<file path="src/rtl/rv32i_pkg.sv">
// Shared types and constants for the RV32I instruction-memory loader.
// Latency: n/a. Backpressure: n/a.
package rv32i_pkg;

    localparam int XLEN           = 32;
    localparam int BYTE_W         = 8;
    localparam int BYTES_PER_WORD = XLEN / BYTE_W;

    typedef enum logic [1:0] {
        IDLE  = 2'd0,
        LOAD  = 2'd1,
        WRITE = 2'd2,
        DONE  = 2'd3
    } loader_state_t;

endpackage

</file>
<file path="src/rtl/byte_packer.sv">
// Packs accepted bytes little-endian into a 32-bit word.
// Latency: the word is complete on the edge that accepts byte 3. Backpressure: none; the parent gates accept.
module byte_packer
    import rv32i_pkg::*;
(
    input  logic              clk,
    input  logic              rst_n,
    input  logic              accept,
    input  logic [BYTE_W-1:0] byte_data,
    output logic [XLEN-1:0]   word,
    output logic              word_ready
);

    logic [1:0] cnt;

    // No clearing between words: every lane is rewritten before the next strobe.
    always_ff @(posedge clk or negedge rst_n) begin
        if (!rst_n) begin
            cnt  <= 2'd0;
            word <= '0;
        end else if (accept) begin
            word[{cnt, 3'b000} +: BYTE_W] <= byte_data;
            cnt                           <= cnt + 2'd1;
        end
    end

    assign word_ready = accept && (cnt == 2'(BYTES_PER_WORD - 1));

endmodule

</file>
<file path="src/rtl/imem_loader.sv">
// Streams program bytes into instruction memory and holds the core in reset until loaded.
// Latency: 5 cycles per word with continuous valid. Backpressure: byte_ready only in LOAD.
module imem_loader
    import rv32i_pkg::*;
#(
    parameter int DEPTH = 32,
    parameter int AW    = 32
) (
    input  logic              clk,
    input  logic              rst_n,
    input  logic              start,
    input  logic [AW-1:0]     num_words,
    input  logic              byte_valid,
    input  logic [BYTE_W-1:0] byte_data,
    output logic              byte_ready,
    output logic              imem_we,
    output logic [AW-1:0]     imem_waddr,
    output logic [XLEN-1:0]   imem_wdata,
    output logic              busy,
    output logic              done,
    output logic              overflow,
    output logic              cpu_rst_n
);

    localparam int IW = $clog2(DEPTH) + 1;

    loader_state_t   state, next_state;
    logic [IW-1:0]   widx;
    logic [IW-1:0]   widx_inc;
    logic [IW-1:0]   tgt;
    logic [IW-1:0]   waddr_q;
    logic            accept;
    logic            start_ok;
    logic            word_ready;
    logic [XLEN-1:0] word;

    assign accept   = byte_valid && byte_ready;
    assign start_ok = start && ((state == IDLE) || (state == DONE));
    assign widx_inc = widx + IW'(1);

    byte_packer u_packer (
        .clk        (clk),
        .rst_n      (rst_n),
        .accept     (accept),
        .byte_data  (byte_data),
        .word       (word),
        .word_ready (word_ready)
    );

    always_ff @(posedge clk or negedge rst_n) begin
        if (!rst_n) begin
            state    <= IDLE;
            widx     <= '0;
            tgt      <= '0;
            waddr_q  <= '0;
            overflow <= 1'b0;
        end else begin
            state <= next_state;
            if (start_ok) begin
                widx <= '0;
                if (num_words > AW'(DEPTH)) begin
                    tgt      <= IW'(DEPTH);
                    overflow <= 1'b1;
                end else begin
                    tgt      <= num_words[IW-1:0];
                    overflow <= 1'b0;
                end
            end
            // Captured on the last byte so the address survives into DONE.
            if (word_ready) begin
                waddr_q <= widx;
            end
            if (state == WRITE) begin
                widx <= widx_inc;
            end
        end
    end

    always_comb begin
        next_state = state;
        byte_ready = 1'b0;
        imem_we    = 1'b0;
        busy       = 1'b0;
        done       = 1'b0;
        cpu_rst_n  = 1'b0;
        unique case (state)
            IDLE: begin
                if (start) next_state = (num_words == '0) ? DONE : LOAD;
            end
            LOAD: begin
                byte_ready = 1'b1;
                busy       = 1'b1;
                if (word_ready) next_state = WRITE;
            end
            WRITE: begin
                imem_we    = 1'b1;
                busy       = 1'b1;
                next_state = (widx_inc == tgt) ? DONE : LOAD;
            end
            DONE: begin
                done      = 1'b1;
                cpu_rst_n = 1'b1;
                if (start) next_state = (num_words == '0) ? DONE : LOAD;
            end
            default: next_state = IDLE;
        endcase
    end

    assign imem_waddr = AW'(waddr_q);
    assign imem_wdata = word;

endmodule

</file>
<file path="config.mk">
export PLATFORM = sky130hd
export DESIGN_NAME = imem_loader
export DESIGN_NICKNAME = d
export VERILOG_FILES = /design/src/rtl/rv32i_pkg.sv /design/src/rtl/byte_packer.sv /design/src/rtl/imem_loader.sv
export SDC_FILE = /design/constraint.sdc
export NUM_CORES = 1
export LEC_CHECK = 0
export ABC_CLOCK_PERIOD_IN_PS = 2300
export BUFFER_PORTS_ARGS = -buffer_cell sky130_fd_sc_hd__buf_4
export CORE_MARGIN = 3
export CORE_UTILIZATION = 48
export CTS_CLUSTER_DIAMETER = 150
export DETAILED_ROUTE_END_ITERATION = 8
export PLACE_DENSITY = 0.86
export SETUP_SLACK_MARGIN = 0.4
export SLEW_MARGIN = 20
export SYNTH_ARGS = -nofsm -noshare
export SYNTH_HDL_FRONTEND = slang
export SYNTH_SLANG_ARGS = --single-unit
</file>
<file path="constraint.sdc">
create_clock -name clk -period 2.3 [get_ports clk]
set_input_delay 0.115 -clock clk [delete_from_list [all_inputs] [get_ports clk]]
set_output_delay 0.115 -clock clk [all_outputs]
set_load 0.02 [all_outputs]
</file>
# Word level (Yosys, flattened, before mapping)
# Index checks and enable logic that the tools add are counted.
[classes] addsub=3 order_cmp=1 eq_ne=7 shift=2 n_mux=14 n_reduce_logical=10
[op_table] op="32-bit bitwise mux" count=1
[op_table] op="32-bit by 6-bit > comparator with 1-bit output (second input constant)" count=1
[op_table] op="32-bit logical NOT" count=1
[op_table] op="8-bit by 7-bit variable shift with 32-bit output (first input constant)" count=1
[op_table] op="8-bit by 7-bit variable part select with 32-bit output" count=1
[op_table] op="6-bit two-way mux" count=3
[op_table] op="2-bit two-way mux" count=4
[op_table] op="5-bit negation with 7-bit output" count=1
[op_table] op="6-bit by 1-bit adder with 6-bit output (second input constant)" count=1
[op_table] op="2-bit == test (second input constant)" count=3
[op_table] op="6-bit == test" count=1
[op_table] op="2-bit one-hot mux with 3 select lines" count=1
[op_table] op="1-bit two-way mux" count=5
[op_table] op="2-bit by 1-bit inequality test with 1-bit output (second input constant)" count=2
[op_table] op="2-bit OR reduction" count=2
[op_table] op="1-bit logical AND" count=3
[op_table] op="2-bit by 1-bit adder with 2-bit output (second input constant)" count=1
[op_table] op="2-bit by 1-bit == test with 1-bit output (second input constant)" count=1
[op_table] op="2-bit logical NOT" count=1
[op_table] op="2-bit AND reduction" count=1
[op_table] op="2-bit nonzero test" count=1
[op_table] op="1-bit logical OR" count=1
[word_totals] regBits=55 input_bits=44 output_inout_bits=70 word_cells=44

# Depth between registers and ports, before layout
[logic_depth] depth_word=6 mapped_depth=8

# Modules after synthesis
# Synthesis repeated with hierarchy kept, for this count alone.
[unflattened] hier_cells=242 area_unflattened_um2=2760.1
[modules_own_cells] mod="byte_packer" n_inst=1 cells_each=113 area_per_inst_um2=1453.9 seq_area_each_um2=850.8
[modules_own_cells] mod="imem_loader" n_inst=1 cells_each=129 area_per_inst_um2=1306.3 seq_area_each_um2=525.5

# Worst setup path after synthesis
# OpenSTA, ideal clock, no wires.
[synth_timing] kind="register -> register" startpoint="register state[1]" endpoint="register u_packer.word[0]" setup_ns=0.068 t_arrival_ns=1.755 slack_ns=0.477 stages_incl_launch_ff=7 n_path_buf=1 synth_period_minus_slack_ns=1.823 cell_sequence="dfrtp_1 inv_1 ha_1 buf_4 nand3_2 nor4b_2 a22o_1"
[synth_between] elab_chain_cells=3
[synth_rtl] element="from (decl)" line="imem_loader.sv:27" text="loader_state_t state, next_state;"
[synth_rtl] element="from (signal assigned)" line="imem_loader.sv:58" text="state <= next_state;"
[synth_rtl] element="2-bit by 1-bit == test with 1-bit output" line="imem_loader.sv:86" text="unique case (state)"
[synth_rtl] element="1-bit two-way mux" line="imem_loader.sv:86"
[synth_rtl] element="net byte_ready" line="imem_loader.sv:15" text="output logic byte_ready,"
[synth_rtl] element="1-bit logical AND" line="imem_loader.sv:37" text="assign accept = byte_valid && byte_ready;"
[synth_rtl] element="to (signal, indexed assignment)" line="byte_packer.sv:22" text="word[{cnt, 3'b000} +: BYTE_W] <= byte_data;"
[synth_rtl] element="to (decl)" line="byte_packer.sv:10" text="output logic [XLEN-1:0] word,"
# The timed path passes the listed nets, and every way through them passes these cells.
# A chain may end at the register's enable or synchronous reset.

# Worst setup path in the final report
[layout_timing] startpoint="register state[0]" endpoint="register state[1]"
[layout_between] elab_chain_cells=6
[layout_rtl] element="2-bit by 1-bit == test with 1-bit output" line="imem_loader.sv:86"
[layout_rtl] element="1-bit two-way mux" line="imem_loader.sv:86"
[layout_rtl] element="1-bit logical AND" line="imem_loader.sv:37"
[layout_rtl] element="1-bit logical AND" line="byte_packer.sv:27" text="assign word_ready = accept && (cnt == 2'(BYTES_PER_WORD - 1));"
[layout_rtl] element="2-bit by 1-bit inequality test with 1-bit output (no source line)"
[layout_rtl] element="2-bit AND reduction (no source line)"
# Several ways; a longest one is shown, not always the timed one.

==> metrics.md <==
| Metric | Value |
|---|---|
| Clock Skew | `0.0114 ns` |
| Clock-pin slew on the worst setup and hold paths | `about 0.11 ns` |
| Commonest cells post-synth | `dfrtp_1 (55), a22o_1 (32), buf_4 (28)` |
| Slowest-stage cell, CP | `dfrtp_1` |
| Int Pwr | `2.25 mW` |
| DRC violation count after routing | `0` |
| Depth of the worst register-to-register path | `7` |
| Setup ws final | `0.514 ns` |
| Outcome | `finished, final reports clean` |
| Post-synthesis adder-cell area fraction | `under 10%` |
| P&R area growth vs syn | `29.8%` |
| First-pass GRT wire length | `9.77 mm` |
| Vias in the first global route | `2017` |
| Final Instance Count excl. Fillers | `396` |
| Mux contribution to synthesized area | `under 10%` |
| Clk pwr share | `14.8%` |
| Final setup violation count | `0` |
| Clock Latency Late Sink | `0.31 ns` |
| Critical path arrival | `1.99 ns` |
| Die Ht | `80.5 um` |
| Crit share post-route | `~78%` |
| Initial antenna violation count | `0` |
| Fmax achieved | `~560 MHz` |
| TritonCTS clock tree | `done` |
| Part of the power in registers | `37.9%` |
| CP max stage delay | `0.41 ns` |
| First-pass DRT Iterations | `4` |
| GRT Total Usage | `19.7%` |
| CP Capture Type | `flop` |
| Top-count cell post-synth | `dfrtp_1` |
| Asr flop ratio synth | `100%` |
| Critical path data required time | `roughly 2.5 ns` |
| Nets | `378` |
| Routed WL | `6.21 mm` |
| Worst slack, placed | `0.235 ns` |
| Worst R2R Start | `state[0]` |
| P_sw | `1.51 mW` |
| Maximum VDD drop | `0.000523 V` |
| Minimum clock period | `around 1.8 ns` |
| Area leader, netlist | `dfrtp_1` |
| Post-synthesis sequential area ratio | `51.7%` |
| Post-DP HPWL | `4.83 mm` |
| Final ANT Viol Nets | `0` |
| Normalized max-slew margin | `54.7%` |
| Syn Inst Count | `~230` |
| Top FF cell, synth | `dfrtp_1` |
| Die footprint | `about 6500 um^2` |
| Post-synth EDFFs | `0` |
| Share of layout cells above drive strength 1 | `36.8%` |
| Netlist Area Pre-Place | `around 2700 um^2` |
| WL/cell | `15.7 um` |
| Max Cap Viol | `0` |
| IO Pins | `114` |
| Yosys reg bits | `55` |
| Core footprint | `5240 um^2` |
| Xor and xnor area share after synthesis | `roughly 3.3%` |
| Main combinational cell family by area after synthesis | `compound AO/OA/AOI/OAI gates` |
| Final hold vios | `0` |
| Chip width | `80.5 um` |
| Slew @ Worst Pin | `0.680 ns` |
| HP Start | `byte_data[6]` |
| Total grt overflow | `0` |
| Initial Util | `50.8%` |
| Gate power share | `47.2%` |
| RSZ-0062 raised after global routing | `no` |
| Vias | `2076` |
| Dominant cells by area after synthesis | `dfrtp_1 (52%), a22o_1 (11%), buf_4 (7.9%)` |
| Crit Path Class | `reg2reg` |
| Root buf cell | `clkbuf_8` |
| Slew Limit Fails | `0` |
| Min-delay worst type | `in2reg` |
| Ys Warns | `0` |
| Synth Area in Simple Gates | `11.8%` |
| Clock Sink Count | `55` |
| LEAKAGE | `1.75 nW` |
| Routability cong. | `0.798` |
| Power per cell area | `1090 nW/um^2` |
| Input/output buffers | `between 80 and 90` |
| Largest net degree at the start of global routing | `56` |
| Antenna Cells | `0` |
| TritonCTS Buffers | `5` |
| Post-synth top area share | `51.7%` |
| Rows | `26` |
| Crit path max fanout | `5` |
| Syn_area_per_cell | `11.6 um^2` |
| Hold-critical path depth | `2` |
| Dpl cells | `around 380` |
| Cell variety after synth | `33` |
| Switch share | `40.2%` |
| Setup crit start kind | `flop` |
| Reg-to-reg critical path endpoint | `state[1]` |
| Area fraction in compound gates after synthesis | `between 10% and 20%` |
| H-tree levels | `2` |
| Worst reg2reg setup slack | `0.51 ns` |
| Worst-case clock buffer depth | `2` |
| Setup TNS | `0 ns` |
| Worst min-delay path endpoint | `u_packer.word[30]` |
| DRT iter0 DRCs | `117` |
| DR vias/cell | `5.24` |
| Worst-path cell chain | `inv_1, ha_1, nor2b_1, o21a_1, a2111oi_1, nand3_1, o32ai_1` |
cell type report:
type | instances | area [um^2]
tap | 70 | 87.6
timing repair buffer | 96 | 723
multi-input combinational | 160 | 1140
inverter | 7 | 26.3
clock buffer | 5 | 68.8
sequential | 55 | 1380
fill | 397 | 1780
clock inverter | 3 | 26.3
power by group through the flow:
stage / clock network (mW) / registers [mW] / logic, mW
finish: 0.559 / 1.43 / 1.78
global route: 0.616 / 1.46 / 1.90
CTS: 0.572 / 1.43 / 1.77
detailed placement: 0 / 1.44 / 1.75
global placement: 0 / 1.44 / 1.69
floorplan: 0 / 1.68 / 0.839
cells by family after synthesis:
group | count (synthesis)
and+or+nand+nor | 52
xor gates and xnor gates | 10
muxes | 8
DFF | 55
other | 1
buffers and inverters | 39
AOI/OAI and AO/OA | 55
adders and majority gates | 9
metal layers:
layer	GRT usage (%)	wire length, um	vias up
li1	-	-	970
met1	24.7	2450	1009
met2	34.2	3280	93
met3	3.59	415	4
met4	6.08	60	0
met5	0	0	-
cell usage in the layout, fill, tap and decap left out, types with 2 or more instances in the layout:
cell type	n
nor2_1	4
inv_6	2
conb_1	26
clkbuf_8	5
a22o_1	32
nand2_1	17
nor4_1	7
xor2_1	5
xnor2_1	5
mux2_2	8
o21ai_0	14
ha_1	8
inv_1	6
nor4b_2	2
nand2b_1	2
nor3_1	2
dfrtp_1	55
buf_4	95
nand3_2	2
nand3_1	9
o31ai_1	2
worst max-delay path: cells and delay by family (launching register included):
family          cells  cell delay, ns
compound gates      3            0.58
flops               1            0.41
fa+ha+maj           1            0.35
simple gates        2            0.29
buf+inv             1            0.06
sequential cells by signal (all words and copies together) (netlist names):
signal,count
overflow,1
widx,6
tgt,6
state,2
waddr_q,6
u_packer.word,32
u_packer.cnt,2
worst max-delay path by stage:
stage	slack, ns	end	startpoint
floorplan	0.48	u_packer.word[0]	state[1]
global placement	0.40	u_packer.word[13]	u_packer.cnt[0]
detailed placement	0.24	u_packer.word[14]	u_packer.cnt[0]
CTS	0.43	u_packer.word[3]	u_packer.cnt[0]
global route	0.40	state[1]	state[0]
finish	0.51	state[1]	state[0]
through the flow:
step                total power [mW]  hold WS, ns  util, %  area (um^2)
finish                          3.77       0.0445     65.9         3450
global route                    3.97       0.0331     65.9         3450
CTS                             3.77       0.0380     65.7         3440
detailed placement              3.19        0.201     63.1         3310
global placement                3.13        0.189     63.1         3310
floorplan                       2.52       -0.181        -         2760
what timing repair did:
action / in CTS / in global routing
setup buffers: 3 / 0
pin swaps: 1 / 0
hold buffers: 1 / 0
gates resized for setup: 1 / 4
endpoints found under the hold margin: 55 / 0
endpoints found under the setup margin: 16 / 25
Power figures use the tool's default switching activity.
